File: src/rtl/debounce_pkg.sv
// Shared types, default parameter values and helpers for the button debouncer.
package debounce_pkg;

  localparam int unsigned DEF_SYNC_STAGES    = 2;
  localparam int unsigned DEF_TICK_DIV       = 100000;
  localparam int unsigned DEF_STABLE_SAMPLES = 4;

  // Debounce FSM: two settled levels, each with a confirmation state toward the other.
  typedef enum logic [1:0] {
    IDLE_LO    = 2'd0,
    CONFIRM_HI = 2'd1,
    IDLE_HI    = 2'd2,
    CONFIRM_LO = 2'd3
  } state_t;

  // Bits needed to hold 0..value-1, never less than one so a divide-by-1 still has a counter.
  function automatic int unsigned clog2_min1(input longint unsigned value);
    int unsigned width;
    width = 0;
    for (int i = 0; i < 40; i++) begin
      if ((64'd1 << i) < value) begin
        width = i + 1;
      end
    end
    return (width < 1) ? 1 : width;
  endfunction

endpackage

File: src/rtl/button_debouncer_sync_chain.sv
// Multi-flop synchronizer for an asynchronous level input; reusable for any board pin.
module sync_chain #(
  parameter int unsigned STAGES = 2
) (
  input  logic clk,
  input  logic reset,
  input  logic d,
  output logic q
);

  logic [STAGES-1:0] r_shift;

  generate
    for (genvar gi = 0; gi < STAGES; gi++) begin : g_stage
      // Stage gi samples the previous stage (or the raw input for the first stage).
      always_ff @(posedge clk) begin
        if (!reset) begin
          r_shift[gi] <= 1'b0;
        end else if (gi == 0) begin
          r_shift[gi] <= d;
        end else begin
          r_shift[gi] <= r_shift[(gi == 0) ? 0 : gi - 1];
        end
      end
    end
  endgenerate

  assign q = r_shift[STAGES-1];

endmodule

File: src/rtl/button_debouncer.sv
// Push-button debouncer: synchronizes the raw pin, samples it on a slow tick and
// only accepts a new level after enough consecutive agreeing samples.
module button_debouncer
  import debounce_pkg::*;
#(
  parameter int unsigned SYNC_STAGES    = DEF_SYNC_STAGES,
  parameter int unsigned TICK_DIV       = DEF_TICK_DIV,
  parameter int unsigned STABLE_SAMPLES = DEF_STABLE_SAMPLES
) (
  input  logic clk,
  input  logic reset,
  input  logic btn_in,
  output logic level_out,
  output logic press_pulse,
  output logic release_pulse
);

  localparam int unsigned       TICK_W      = clog2_min1(longint'(TICK_DIV));
  localparam logic [TICK_W-1:0] TICK_LAST   = TICK_W'(TICK_DIV - 1);
  localparam logic [7:0]        STABLE_LAST = 8'(STABLE_SAMPLES - 1);
  localparam bit                SINGLE_SAMPLE = (STABLE_SAMPLES == 1);

  logic              w_btn_s;
  logic              w_tick;
  logic [TICK_W-1:0] r_tick_cnt;
  state_t            r_state;
  state_t            w_state_next;
  logic [7:0]        r_stable_cnt;
  logic [7:0]        w_stable_next;
  logic              r_level;
  logic              r_press;
  logic              r_release;
  logic              w_level_next;
  logic              w_press_next;
  logic              w_release_next;

  sync_chain #(
    .STAGES(SYNC_STAGES)
  ) u_sync (
    .clk  (clk),
    .reset(reset),
    .d    (btn_in),
    .q    (w_btn_s)
  );

  assign w_tick = (r_tick_cnt == TICK_LAST);

  // Free-running sample-tick divider; input activity never restarts it.
  always_ff @(posedge clk) begin
    if (!reset) begin
      r_tick_cnt <= '0;
    end else if (w_tick) begin
      r_tick_cnt <= '0;
    end else begin
      r_tick_cnt <= r_tick_cnt + 1'b1;
    end
  end

  // State register and agreement counter.
  always_ff @(posedge clk) begin
    if (!reset) begin
      r_state      <= IDLE_LO;
      r_stable_cnt <= 8'd0;
    end else begin
      r_state      <= w_state_next;
      r_stable_cnt <= w_stable_next;
    end
  end

  // Next-state logic; only tick cycles may move the FSM or the counter.
  always_comb begin
    w_state_next  = r_state;
    w_stable_next = r_stable_cnt;
    if (w_tick) begin
      case (r_state)
        IDLE_LO: begin
          if (w_btn_s) begin
            if (SINGLE_SAMPLE) begin
              w_state_next = IDLE_HI;
            end else begin
              w_state_next  = CONFIRM_HI;
              w_stable_next = 8'd1;
            end
          end
        end
        CONFIRM_HI: begin
          if (!w_btn_s) begin
            w_state_next  = IDLE_LO;
            w_stable_next = 8'd0;
          end else if (r_stable_cnt == STABLE_LAST) begin
            w_state_next  = IDLE_HI;
            w_stable_next = 8'd0;
          end else begin
            w_stable_next = r_stable_cnt + 8'd1;
          end
        end
        IDLE_HI: begin
          if (!w_btn_s) begin
            if (SINGLE_SAMPLE) begin
              w_state_next = IDLE_LO;
            end else begin
              w_state_next  = CONFIRM_LO;
              w_stable_next = 8'd1;
            end
          end
        end
        CONFIRM_LO: begin
          if (w_btn_s) begin
            w_state_next  = IDLE_HI;
            w_stable_next = 8'd0;
          end else if (r_stable_cnt == STABLE_LAST) begin
            w_state_next  = IDLE_LO;
            w_stable_next = 8'd0;
          end else begin
            w_stable_next = r_stable_cnt + 8'd1;
          end
        end
        default: begin
          w_state_next  = IDLE_LO;
          w_stable_next = 8'd0;
        end
      endcase
    end
  end

  // Output decode: a pulse fires only when the accepted level actually flips.
  always_comb begin
    w_press_next   = (w_state_next == IDLE_HI) &&
                     ((r_state == IDLE_LO) || (r_state == CONFIRM_HI));
    w_release_next = (w_state_next == IDLE_LO) &&
                     ((r_state == IDLE_HI) || (r_state == CONFIRM_LO));
    w_level_next   = r_level;
    if (w_press_next) begin
      w_level_next = 1'b1;
    end else if (w_release_next) begin
      w_level_next = 1'b0;
    end
  end

  // Registered outputs; pulses self-clear on the following edge.
  always_ff @(posedge clk) begin
    if (!reset) begin
      r_level   <= 1'b0;
      r_press   <= 1'b0;
      r_release <= 1'b0;
    end else begin
      r_level   <= w_level_next;
      r_press   <= w_press_next;
      r_release <= w_release_next;
    end
  end

  assign level_out     = r_level;
  assign press_pulse   = r_press;
  assign release_pulse = r_release;

endmodule

File: config.mk
export PLATFORM = sky130hd
export DESIGN_NAME = button_debouncer
export DESIGN_NICKNAME = d
export VERILOG_FILES = /design/src/rtl/debounce_pkg.sv /design/src/rtl/button_debouncer_sync_chain.sv /design/src/rtl/button_debouncer.sv
export SDC_FILE = /design/constraint.sdc
export NUM_CORES = 1
export LEC_CHECK = 0
export CORE_ASPECT_RATIO = 2
export CORE_MARGIN = 3
export CORE_UTILIZATION = 50
export CTS_CLUSTER_SIZE = 14
export DETAILED_ROUTE_END_ITERATION = 12
export GPL_TIMING_DRIVEN = 0
export PLACE_DENSITY = 0.68
export SYNTH_ARGS = -nofsm -noshare
export SYNTH_HDL_FRONTEND = slang
export SYNTH_SLANG_ARGS = --single-unit
File: constraint.sdc
create_clock -name clk -period 2.6 [get_ports clk]
set_input_delay 0.39 -clock clk [delete_from_list [all_inputs] [get_ports clk]]
set_output_delay 0.39 -clock clk [all_outputs]
set_load 0.02 [all_outputs]
* After elaboration in Yosys (flattened, before gate mapping) *
Cells that the tools add are included.
Widths: inputs -> output; s select.

word-level totals
  register bits after elaboration = 32
  latch bits = 0
  RAM bits = 0
  memory bits (read-only) = 0
  bits of input ports = 3
  output and inout port bits = 3
  logic and storage cells = 44
  memories = 0

cells by class
  add/sub/neg operators = 2
  multiply operators = 0
  divide/modulo/power cells = 0
  magnitude comparators = 0
  eq/ne operators = 8
  shift operators = 0
  muxes and demuxes = 16
  bitwise logic cells = 1
  reduce and logical (&&, ||, !) cells = 9

operator list
  operator               number
  $mux 8                 5
  $pmux 8 s4             1
  $add 17x1->17 const B  1
  $eq 17x17->1 const B   1
  $mux 2                 7
  $add 8x1->8 const B    1
  $eq 8x2->1 const B     1
  $pmux 2 s4             1
  $eq 2x2->1 const B     3
  $logic_not 2->1        2
  $reduce_and 3->1       1
  $eq 2x1->1 const B     1
  $logic_and 1x1->1      2
  $logic_or 1x1->1       2
  $mux 1                 2
  $ne 2x1->1 const B     1
  $ne 2x2->1 const B     1
  $reduce_bool 2->1      1
  $reduce_or 2->1        1
  $not 1->1              1

* Depth between registers and ports, before layout *
  word-level depth = 9
  depth in mapped cells = 6
  gate-level depth less buffers = 5

* By module *
From an unflattened synthesis, not the netlist that was laid out.

second synthesis, totals
  cells, all modules = 179
  area total of the unflattened synthesis = 1602.8 µm²

by module, submodules not included
  module            times used  cells each  area each (µm²)  seq. area each (µm²)
  button_debouncer  1           175         1550.2           600.6
  sync_chain        1           4           52.6             40.0

* Worst setup path after synthesis *
No wires, ideal clock.

  path type = register -> register
  from = reg r_tick_cnt[0]
  to = reg r_stable_cnt[2]
  library setup time = 135 ps
  arrival time = 1705 ps
  required time = 2465 ps
  path slack = 761 ps
  stages on the path, launching flop included = 7
  path buffers = 1
  clock period less this slack = 1839 ps
  cells stage by stage = dfxtp_1 ha_1 nand3_1 or3_4 buf_2 o311ai_0 o21ai_0

between the ends
  word-level cells in the longest chain between the ends = 2

RTL lines
  what                               RTL line                text
  start: declaration                 button_debouncer.sv:25  logic [TICK_W-1:0] r_tick_cnt;
  start signal: assignment           button_debouncer.sv:55  r_tick_cnt <= r_tick_cnt + 1'b1;
  $eq 17x17->1                       button_debouncer.sv:46  assign w_tick = (r_tick_cnt == TICK_LAST);
  $reduce_and 3->1 (no source line)  --
  end signal: assignment             button_debouncer.sv:66  r_stable_cnt <= w_stable_next;
  end: declaration                   button_debouncer.sv:28  logic [7:0] r_stable_cnt;

No other way between the ends.
A chain may end at the register's enable or synchronous reset.

* Worst setup path in the final report *
  from = reg r_tick_cnt[0]
  to = reg r_tick_cnt[10]

between the ends
  word-level cells in the longest chain between the ends = 2
  elaborated cells on any way between the ends = 3
  those cells by class = 1 x add/sub; 1 x eq/ne; 1 x reduce/logical

RTL lines
  what
  parallel branches: the longest is 2 deep, another holds $add 17x1->17

Parallel ways; which one is timed is not known.

==> run summary <==
OUTCOME
--------------------------------------------------------------------------------
Result of the run                                                   complete, no violations

DIE
--------------------------------------------------------------------------------
Core box area                                                           2840 um2
Row count                                                                     27
Die Span Y                                                               84.1 um
Die width                                                                45.1 um
Starting Density                                                           53.7%
Total die area                                                          3790 um2
Total I/O pin count                                                            6

LOGIC SYNTHESIS
--------------------------------------------------------------------------------
Count of synthesis-stage warnings from yosys                                   0
Most common cell in the netlist                                     sky130_fd_sc_hd__dfxtp_1
Number of enable-type register cells in the synthesized netlist                0
Register bit count reported by yosys                                          32
Largest cells by area after synthesis                               sky130_fd_sc_hd__dfxtp_1 42%, sky130_fd_sc_hd__xnor2_1 6.9%, sky130_fd_sc_hd__nor2_1 4.9%, sky130_fd_sc_hd__nand4_1 4.1%, sky130_fd_sc_hd__nand3_1 3.3%
Share of the synthesized area in the top cell type                         42.0%
Post-synthesis net count                                                     181
Post-Synthesis Cell Area                                                1530 um2
Top cells by instance count after synthesis                         32 x sky130_fd_sc_hd__dfxtp_1, 20 x sky130_fd_sc_hd__nor2_1, 12 x sky130_fd_sc_hd__xnor2_1
Syn_area_per_cell                                                       8.67 um2
Number of distinct library cells after synthesis                              41
Post-synthesis async set-or-reset flop share                                  0%
Commonest register cell after synthesis                             sky130_fd_sc_hd__dfxtp_1
Cell count after synthesis                                                   176
Biggest area consumer among synthesized cells                       sky130_fd_sc_hd__dfxtp_1
Sequential cell area fraction in the yosys report                          42.0%

WORST SETUP PATH
--------------------------------------------------------------------------------
Delay of the slowest cell on the worst path                               440 ps
CP Capture Type                                                         register
Gate family responsible for the most delay along the worst path     simple AND/OR/NAND/NOR gates
Worst Path Arrival                                                       2340 ps
Cell breakdown of the critical path                                 ha_1, nand3_1, or3_4, o21ai_2, buf_2, nor2_1
Element type at the critical path start                                 register
Worst Path Required                                                      2760 ps
Crit Path Max Fanout                                                          10
Critical Path Slowest Stage Cell                                    sky130_fd_sc_hd__or3_4
Worst path buffer plus inverter count                                          1
Kind of critical path                                               register to register

STA
--------------------------------------------------------------------------------
Setup violators final                                                          0
Clock period minus worst slack                                           2180 ps
Tightest Pin Transition                                                   732 ps
Worst-case clock skew                                                    6.92 ps
Aggregate negative setup slack                                              0 ps
Number of pins with negative max-slew slack in the final report                0
F_max                                                                    459 MHz
Slew HR                                                                    50.7%
Final hold vios                                                                0
Setup repair after global routing missed its margin                           no
Ratio of final minimum period to clock period                              83.9%

PLACE
--------------------------------------------------------------------------------
Port Buffers                                                                   5
Detailed-placement wirelength estimate                                   2.44 mm
Placer Congestion                                                          0.890
Cell area reported after detailed placement                             1610 um2

DETAILED ROUTING
--------------------------------------------------------------------------------
DRT antenna net count                                                          0
Routed wire per std cell                                                 15.0 um
Via Count                                                                  1,362
Total wire length                                                        3.28 mm
Post-detailed-route DRC marker count                                           0
Initial DRC count                                                             45
TritonRoute pass-1 iters                                                       4
Vias/cell                                                                   6.25

HOLD PATH
--------------------------------------------------------------------------------
Class of the worst hold path                                        register to register

POWER
--------------------------------------------------------------------------------
Max rail drop VDD                                                       0.537 mV
Pwr dens                                                              606 nW/um2
Leakage power                                                        0.000577 uW

CTS
--------------------------------------------------------------------------------
Reg clk slew, reported paths                                               70 ps
Post-CTS setup-driven buffer insertion count                                   0
Quantity of hold-fixing buffers added after cts                                0
Clk buf depth                                                                  2
Cts bufs inserted                                                              5
Clock insertion delay at the later pin of the skew report                 280 ps
Number of sinks handled by clock tree synthesis                               32
Htree depth                                                                    2
Root Buffer Master                                                  sky130_fd_sc_hd__clkbuf_8
TritonCTS clock tree                                                       built

GLOBAL ROUTING
--------------------------------------------------------------------------------
Initial antenna violation count                                                0
Wire length of the first global-routing pass                             5.86 mm
Number of global-route vias before repair                                  1,391
Total global-route track usage                                             20.4%
GRT overflow                                                                   0
Pin count of the biggest net entering global routing                          11

LAYOUT
--------------------------------------------------------------------------------
Design area                                                             1740 um2
Number of diodes added for antenna fixing                                      0
Fraction of final layout cells with drive strength greater than 1          8.99%
Final layout net count                                                       193
Relative area change from synthesis to final layout                        14.3%

JOB
--------------------------------------------------------------------------------
Maximum Capacitance Violations                                                 0

[placed cells by master, fill, tap and decap left out, drive strengths merged, types with 2 or more instances in the layout]
master and n:
o21ai 6, xnor2 12, clkbuf 9, and2 4, nor2 20, dfxtp 32, nand2 11, nor3 8
or3 5, or2 2, ha 2, o211a 2, a211oi 6, clkdlybuf4s50 5, inv 6, buf 3
nor4 5, nand3 10, nand2b 2, nand4 10, a21oi 3, xor2 5, o22ai 4
[registers in the layout, indices dropped and copies added (netlist names)]
| name | flops |
|---|---|
| r_tick_cnt | 17 |
| u_sync.q | 1 |
| r_stable_cnt | 8 |
| press_pulse | 1 |
| r_state | 2 |
| release_pulse | 1 |
| u_sync.r_shift | 1 |
| level_out | 1 |
[through the flow]
step	util [%]	setup WS [ps]	hold WS, ps	cells	power [uW]
after global placement	56.8	316	417	210	547
after floorplan	-	761	412	176	535
after detailed placement	56.8	277	437	210	549
after CTS	61.2	284	453	218	1070
after global routing	61.4	213	481	218	1100
final	61.4	420	447	218	1060
[kinds of logic after synthesis]
group / synth area share [%]
buffers and inverters: 2.95
XOR/XNOR: 9.76
AND/OR/NAND/NOR: 31.2
adder cells (fa/ha/maj): 1.64
flip-flops: 42.0
AO/OA/AOI/OAI: 12.5
[worst paths after layout]
check                                  startpoint             end  slack (ps)  cells after the start
worst max-delay path                r_tick_cnt[0]  r_tick_cnt[10]         420                      6
worst min-delay path            u_sync.r_shift[0]        u_sync.q         450                      1
worst max register to register      r_tick_cnt[0]  r_tick_cnt[10]         420                      6
worst min register to register  u_sync.r_shift[0]        u_sync.q         450                      1
[metal layers]
layer	wire length, um	vias up	track usage, %
met2	1850	40	35.3
met5	0	-	0
met4	101	0	13.3
met3	125	10	4.75
li1	-	663	-
met1	1200	649	20.0
[report_power, final]
part,switching [uW],leakage (uW),internal [uW]
registers,5.85,0.000259,497
logic,21.3,0.000254,14.0
clock network,179,0.0000645,338
[final cells by class]
class	count	area, um2
buffer	5	22.5
clock buffer	7	96.3
fill	262	1090
sequential	32	641
clock inverter	1	30.0
multi-input combinational	133	845
timing repair buffer	5	50.0
inverter	6	22.5
tap	29	36.3
[timing repair]
action	CTS	global route
setup endpoints to repair	0	1
endpoints found under the hold margin	0	0
gates resized for setup	0	1
Power figures use the tool's default switching activity.
